<file path="src/rtl/ecg_pool_pkg.sv">
// Shared defaults and helpers for the max-pool window packer.
package ecg_pool_pkg;

  localparam int POOL_DATA_W = 10;
  localparam int POOL_WIN    = 7;
  localparam int POOL_STRIDE = 7;
  localparam int POOL_WIN_W  = POOL_WIN * POOL_DATA_W;

  // Most negative sample: padding with it leaves a downstream max unchanged.
  localparam logic [POOL_DATA_W-1:0] PAD_VAL = {1'b1, {(POOL_DATA_W-1){1'b0}}};

  typedef logic signed [POOL_DATA_W-1:0] pool_sample_t;

  function automatic int fill_w(input int win);
    return $clog2(win + 1);
  endfunction

endpackage

</file>
<file path="src/rtl/pool_shift_window.sv">
// Sample shift register for the window packer: holds the WIN-1 most recent samples
// and presents the WIN-deep window they form with the incoming sample.
module pool_shift_window
  import ecg_pool_pkg::*;
#(
  parameter int DATA_W = POOL_DATA_W,
  parameter int WIN    = POOL_WIN
) (
  input  logic                     clk,
  input  logic                     rst_n,
  input  logic                     shift_en,
  input  logic signed [DATA_W-1:0] din,
  output logic [WIN*DATA_W-1:0]    win_data
);

  localparam int HOLD_W = (WIN - 1) * DATA_W;

  logic [HOLD_W-1:0] held_q;
  logic [HOLD_W-1:0] held_d;

  // Oldest sample sits in the top slot, the incoming sample in the bottom slot.
  assign win_data = {held_q, din};

  always_comb begin
    held_d = held_q;
    if (shift_en) begin
      held_d = win_data[HOLD_W-1:0];
    end
  end

  always_ff @(posedge clk or negedge rst_n) begin
    if (!rst_n) begin
      held_q <= '0;
    end else begin
      held_q <= held_d;
    end
  end

endmodule

</file>
<file path="src/rtl/pool_window_packer.sv">
// Sliding-window packer feeding the max-pool compare stage.
// Define POOL_PAD_PARTIAL_EN to emit frame-end partial windows padded with PAD; otherwise they are dropped.
module pool_window_packer
  import ecg_pool_pkg::*;
#(
  parameter int DATA_W = POOL_DATA_W,
  parameter int WIN    = POOL_WIN,
  parameter int STRIDE = POOL_STRIDE
) (
  input  logic                     clk,
  input  logic                     rst_n,
  input  logic                     in_valid,
  output logic                     in_ready,
  input  logic signed [DATA_W-1:0] in_data,
  input  logic                     in_last,
  output logic                     out_valid,
  input  logic                     out_ready,
  output logic [WIN*DATA_W-1:0]    out_data,
  output logic                     out_last
);

  localparam int                WIN_W     = WIN * DATA_W;
  localparam int                FILL_W    = fill_w(WIN);
  localparam logic [FILL_W-1:0] FILL_FULL = FILL_W'(WIN);
  localparam logic [FILL_W-1:0] FILL_KEEP = FILL_W'(WIN - STRIDE);

  logic [FILL_W-1:0] fill_q, fill_d, fill_inc;
  logic              out_valid_q, out_valid_d;
  logic [WIN_W-1:0]  out_data_q, out_data_d;
  logic              out_last_q, out_last_d;
  logic [WIN_W-1:0]  win_data;
  logic              accept;
  logic              win_done;

`ifdef POOL_PAD_PARTIAL_EN
  localparam logic [DATA_W-1:0] PAD = {1'b1, {(DATA_W-1){1'b0}}};

  // Move the n newest samples up to the oldest slots and pad the rest.
  function automatic logic [WIN_W-1:0] pad_window(input logic [WIN_W-1:0] w,
                                                  input logic [FILL_W-1:0] n);
    logic [WIN_W-1:0] r;
    int               gap;
    gap = WIN - int'(n);
    r   = w << (gap * DATA_W);
    for (int s = 0; s < WIN; s++) begin
      if (s < gap) begin
        r[s*DATA_W +: DATA_W] = PAD;
      end
    end
    return r;
  endfunction
`endif

  // A single output register still streams at full rate: a transfer frees it in the same cycle.
  assign in_ready  = !out_valid_q || out_ready;
  assign accept    = in_valid && in_ready;
  assign fill_inc  = fill_q + FILL_W'(1);
  assign win_done  = accept && (fill_inc == FILL_FULL);

  assign out_valid = out_valid_q;
  assign out_data  = out_data_q;
  assign out_last  = out_last_q;

  pool_shift_window #(
    .DATA_W (DATA_W),
    .WIN    (WIN)
  ) u_shift (
    .clk      (clk),
    .rst_n    (rst_n),
    .shift_en (accept),
    .din      (in_data),
    .win_data (win_data)
  );

  always_comb begin
    fill_d      = fill_q;
    out_valid_d = out_valid_q;
    out_data_d  = out_data_q;
    out_last_d  = out_last_q;

    if (out_valid_q && out_ready) begin
      out_valid_d = 1'b0;
    end

    if (accept) begin
      fill_d = fill_inc;
      if (win_done) begin
        out_valid_d = 1'b1;
        out_data_d  = win_data;
        out_last_d  = in_last;
        fill_d      = in_last ? '0 : FILL_KEEP;
      end else if (in_last) begin
        fill_d = '0;
`ifdef POOL_PAD_PARTIAL_EN
        out_valid_d = 1'b1;
        out_data_d  = pad_window(win_data, fill_inc);
        out_last_d  = 1'b1;
`endif
      end
    end
  end

  always_ff @(posedge clk or negedge rst_n) begin
    if (!rst_n) begin
      fill_q      <= '0;
      out_valid_q <= 1'b0;
      out_data_q  <= '0;
      out_last_q  <= 1'b0;
    end else begin
      fill_q      <= fill_d;
      out_valid_q <= out_valid_d;
      out_data_q  <= out_data_d;
      out_last_q  <= out_last_d;
    end
  end

endmodule

</file>
<file path="config.mk">
export PLATFORM = sky130hd
export DESIGN_NAME = pool_window_packer
export DESIGN_NICKNAME = d
export VERILOG_FILES = /design/src/rtl/ecg_pool_pkg.sv /design/src/rtl/pool_shift_window.sv /design/src/rtl/pool_window_packer.sv
export SDC_FILE = /design/constraint.sdc
export NUM_CORES = 1
export LEC_CHECK = 0
export ABC_CLOCK_PERIOD_IN_PS = 2500
export CORE_MARGIN = 2
export CORE_UTILIZATION = 40
export DETAILED_ROUTE_END_ITERATION = 12
export GPL_TIMING_DRIVEN = 0
export PLACE_DENSITY_LB_ADDON = 0.3
export SLEW_MARGIN = 20
export SYNTH_ARGS = -nofsm -noshare
export SYNTH_HDL_FRONTEND = slang
export SYNTH_SLANG_ARGS = --single-unit
</file>
<file path="constraint.sdc">
create_clock -name clk -period 2.5 [get_ports clk]
set_input_delay 0.375 -clock clk [delete_from_list [all_inputs] [get_ports clk]]
set_output_delay 0.375 -clock clk [all_outputs]
set_load 0.01 [all_outputs]
</file>
==> impl_metrics.csv <==
group,metric,value,unit
global_route,grt_max_degree,102,
logic_synthesis,ys_seq_elements,135,
pwr,clkPwrFrac,0.348,
floorplanning,dieArea,0.01377,mm²
routing,drcViolationCount,0,
routing,dr.pass1.iters,5,
routing,vias,2836,
sta,tightestPinTransition,0.4998,ns
clocking,cts_setup_buffers,0,
critical_path,regToRegSetupSlack,0.58,ns
layout,nFillCells,1008,
pwr,p_leak,3.102,nW
logic_synthesis,synth.avg_cell_area,17.12,µm²
sta,rsz0062_at_grt,"false",
critical_path,critPathLaunchType,"input pin",
critical_path,timing.critical_path.to_type,"output port",
layout,final_common_cell,"dfrtp_1",
sta,fin_setup_tns,0,ns
pwr,p_switching,1.836,mW
logic_synthesis,netlist_area,0.005137,mm²
critical_path,worstPathArrival,1.70,ns
layout,post_route_cells_drive_above_1_share,0.4153,
layout,nNetsFinal,425,
logic_synthesis,synth_nets,317,
critical_path,path_class,"input pin to output port",
layout,regArea,0.003378,mm²
floorplanning,die_w,117.3,µm
sta,fin_skew,0.007924,ns
place,io_buffers,87,
sta,min_period_over_period,0.8286,
layout,syn_to_final_growth,34.15,%
critical_path,crit_slowest_cell,"clkdlybuf4s50_1",
routing,avgRoutedWirePerCell,15.62,µm
clocking,cts_max_path_buffers,2,
routing,wirelength,9.232,mm
logic_synthesis,synth_warnings,0,
outcome,status,"finished, final reports clean",
pwr,pwr-share-comb,0.228,
sta,fmax,482.7,MHz
clocking,cts_tree,"built",
place,post-dp-hpwl,6.494,mm
routing,drtAntennaViolNets,0,
clocking,insertion_delay,0.40,ns
logic_synthesis,synthCells,300,
routing,drtIter0Drc,106,
floorplanning,dieHeight,117.3,µm
sta,drv_slew,0,
pwr,p_int,5.723,mW
sta,setup_viol,0,
critical_path,crit_path_max_fanout,8,
logic_synthesis,ys_seq_area_frac,0.6576,
clocking,htreeDepth,4,
layout,antenna_cells,0,
pwr,irDropWorstVdd,0.5920,mV
floorplanning,coreArea,0.01257,mm²
hold_path,min_path_type,"input pin to async pin",
clocking,numCtsBuffers,17,
place,gp_routability_congestion,0.6833,
sta,relSlewSlack,0.6668,
routing,viasPerCell,4.799,
layout,final_util,0.5483,
layout,final_cell_mix,"135 x dfrtp_1, 128 x mux2_2, 86 x clkdlybuf4s50_1",
logic_synthesis,synth_cell_types,22,
layout,multi_input_area,0.001635,mm²
floorplanning,start_util,0.4088,
global_route,grt_pass1_vias,2985,
pwr,p_per_area,1097,mW/mm²
critical_path,critPathRequiredTime,2.12,ns
sta,finalHoldViolCount,0,
critical_path,cpMostUsedCell,"clkdlybuf4s50_1",
pwr,power.share.switching,0.2429,
clocking,cts_root_buf,"clkbuf_16",
sta,fin_crit,2.072,ns
global_route,gr-total-overflow,0,
global_route,grt_use_total,0.1426,
pwr,seq_power_share,0.424,
floorplanning,ios,88,
floorplanning,placementRows,41,
global_route,grt_first_pass_wirelength,15.35,mm
critical_path,slowest_delay,0.56,ns
global_route,antenna_found_initial,0,
clocking,cts_sinks,135,
critical_path,cp_cell_sequence,"clkdlybuf4s50_1 > nand2b_1 > buf_2 > clkdlybuf4s50_1",
clocking,clk_pin_slew,0.05,ns
pwr,power,7.559,mW
flow_run,drv_cap,0,
layout make-up:
cell class | count | area share
Inverter | 1 | 0.0005447
Clock inverter | 9 | 0.02542
Timing Repair Buffer | 89 | 0.1325
Clock buffer | 21 | 0.06536
Sequential cell | 135 | 0.4902
Buffer | 14 | 0.01743
Multi-Input combinational cell | 150 | 0.2373
Tap cell | 172 | 0.03123
power by group through the flow:
stage               Clock [mW]  Sequential (mW)  Combinational [mW]
finish                    2.63             3.20                1.72
global route              2.79             3.30                1.85
CTS                       2.69             3.22                1.76
detailed placement           0             3.25                1.74
global placement             0             3.21                1.70
floorplan                    0             3.30               0.694
cells by family after synthesis:
kind of cell             count (synthesis)  synth area share
adder cells (fa/ha/maj)                  2          0.004870
buffers and inverters                   15           0.02411
AND/OR/NAND/NOR                         10           0.01364
flip-flops                             135            0.6576
multiplexers                           132            0.2893
AO/OA/AOI/OAI                            5          0.007307
XOR/XNOR                                 1          0.003167
stage by stage:
step	instances	worst slack, ns	cell area, µm²	hold WS, ns
5_1_grt	591	0.3813	6892	0.4472
3_5_place_dp	560	0.2899	6256	0.2587
4_1_cts	591	0.4235	6892	0.4275
6_report	591	0.4285	6892	0.4348
3_3_place_gp	559	-4.148	6223	0.4846
2_1_floorplan	300	0.7193	5137	0.07941
path summary, 6_finish.rpt:
check / depth (start not counted) / to / start
min in group clk: 1 / out_data[43] / out_data[43]
hold / removal: 2 / out_data[64] / rst_n
hold reg to reg: 1 / out_data[43] / out_data[43]
setup reg to reg: 6 / out_data[61] / fill_q[0]
max in group asynchronous: 3 / out_data[7] / rst_n
setup / recovery: 4 / in_ready / out_ready
routing by layer:
| layer | part of all wire | track usage | up-vias |
|---|---|---|---|
| met2 | 0.48 | 0.2259 | 78 |
| met4 | 0.0076 | 0.04744 | 0 |
| met5 | 0 | 0 | - |
| met3 | 0.066 | 0.06372 | 11 |
| li1 | - | - | 1292 |
| met1 | 0.44 | 0.1748 | 1455 |
worst max-delay path: cells and delay by family:
family	cells	cell delay (ns)
and+or+nand+nor	1	0.11
buffers and inverters	3	1.20
registers in the layout, indices dropped and copies added (netlist names):
register / count
u_shift.held_q: 60
out_data: 70
fill_q: 3
out_last: 1
out_valid: 1
cells in the mapped netlist:
| cell | n | area share |
|---|---|---|
| xor2_2 | 1 | 0.0032 |
| a21oi_1 | 1 | 0.00097 |
| buf_8 | 1 | 0.0029 |
| inv_1 | 1 | 0.00073 |
| nand4_4 | 1 | 0.0041 |
| and4_1 | 1 | 0.0017 |
| nand2b_1 | 1 | 0.0012 |
| mux2_2 | 128 | 0.28 |
| mux2_1 | 4 | 0.0088 |
| nor2b_1 | 2 | 0.0024 |
| ha_1 | 2 | 0.0049 |
| a41o_1 | 1 | 0.0019 |
| dfrtp_1 | 135 | 0.66 |
| a31oi_1 | 1 | 0.0012 |
| or2_2 | 1 | 0.0012 |
| a211oi_1 | 1 | 0.0015 |
| clkbuf_8 | 1 | 0.0027 |
| o2bb2ai_1 | 1 | 0.0017 |
| buf_2 | 7 | 0.0068 |
| nor2_1 | 1 | 0.00073 |
| buf_6 | 5 | 0.011 |
| nand2_1 | 3 | 0.0022 |
repair_timing:
| item | 4_1_cts | 5_1_grt |
|---|---|---|
| hold buffers | 1 | 0 |
| endpoints found under the setup margin | 0 | 0 |
| hold endpoints to repair | 34 | 0 |
| gates resized for setup | 0 | 0 |
Note: power is estimated with default switching activity, not from simulation.
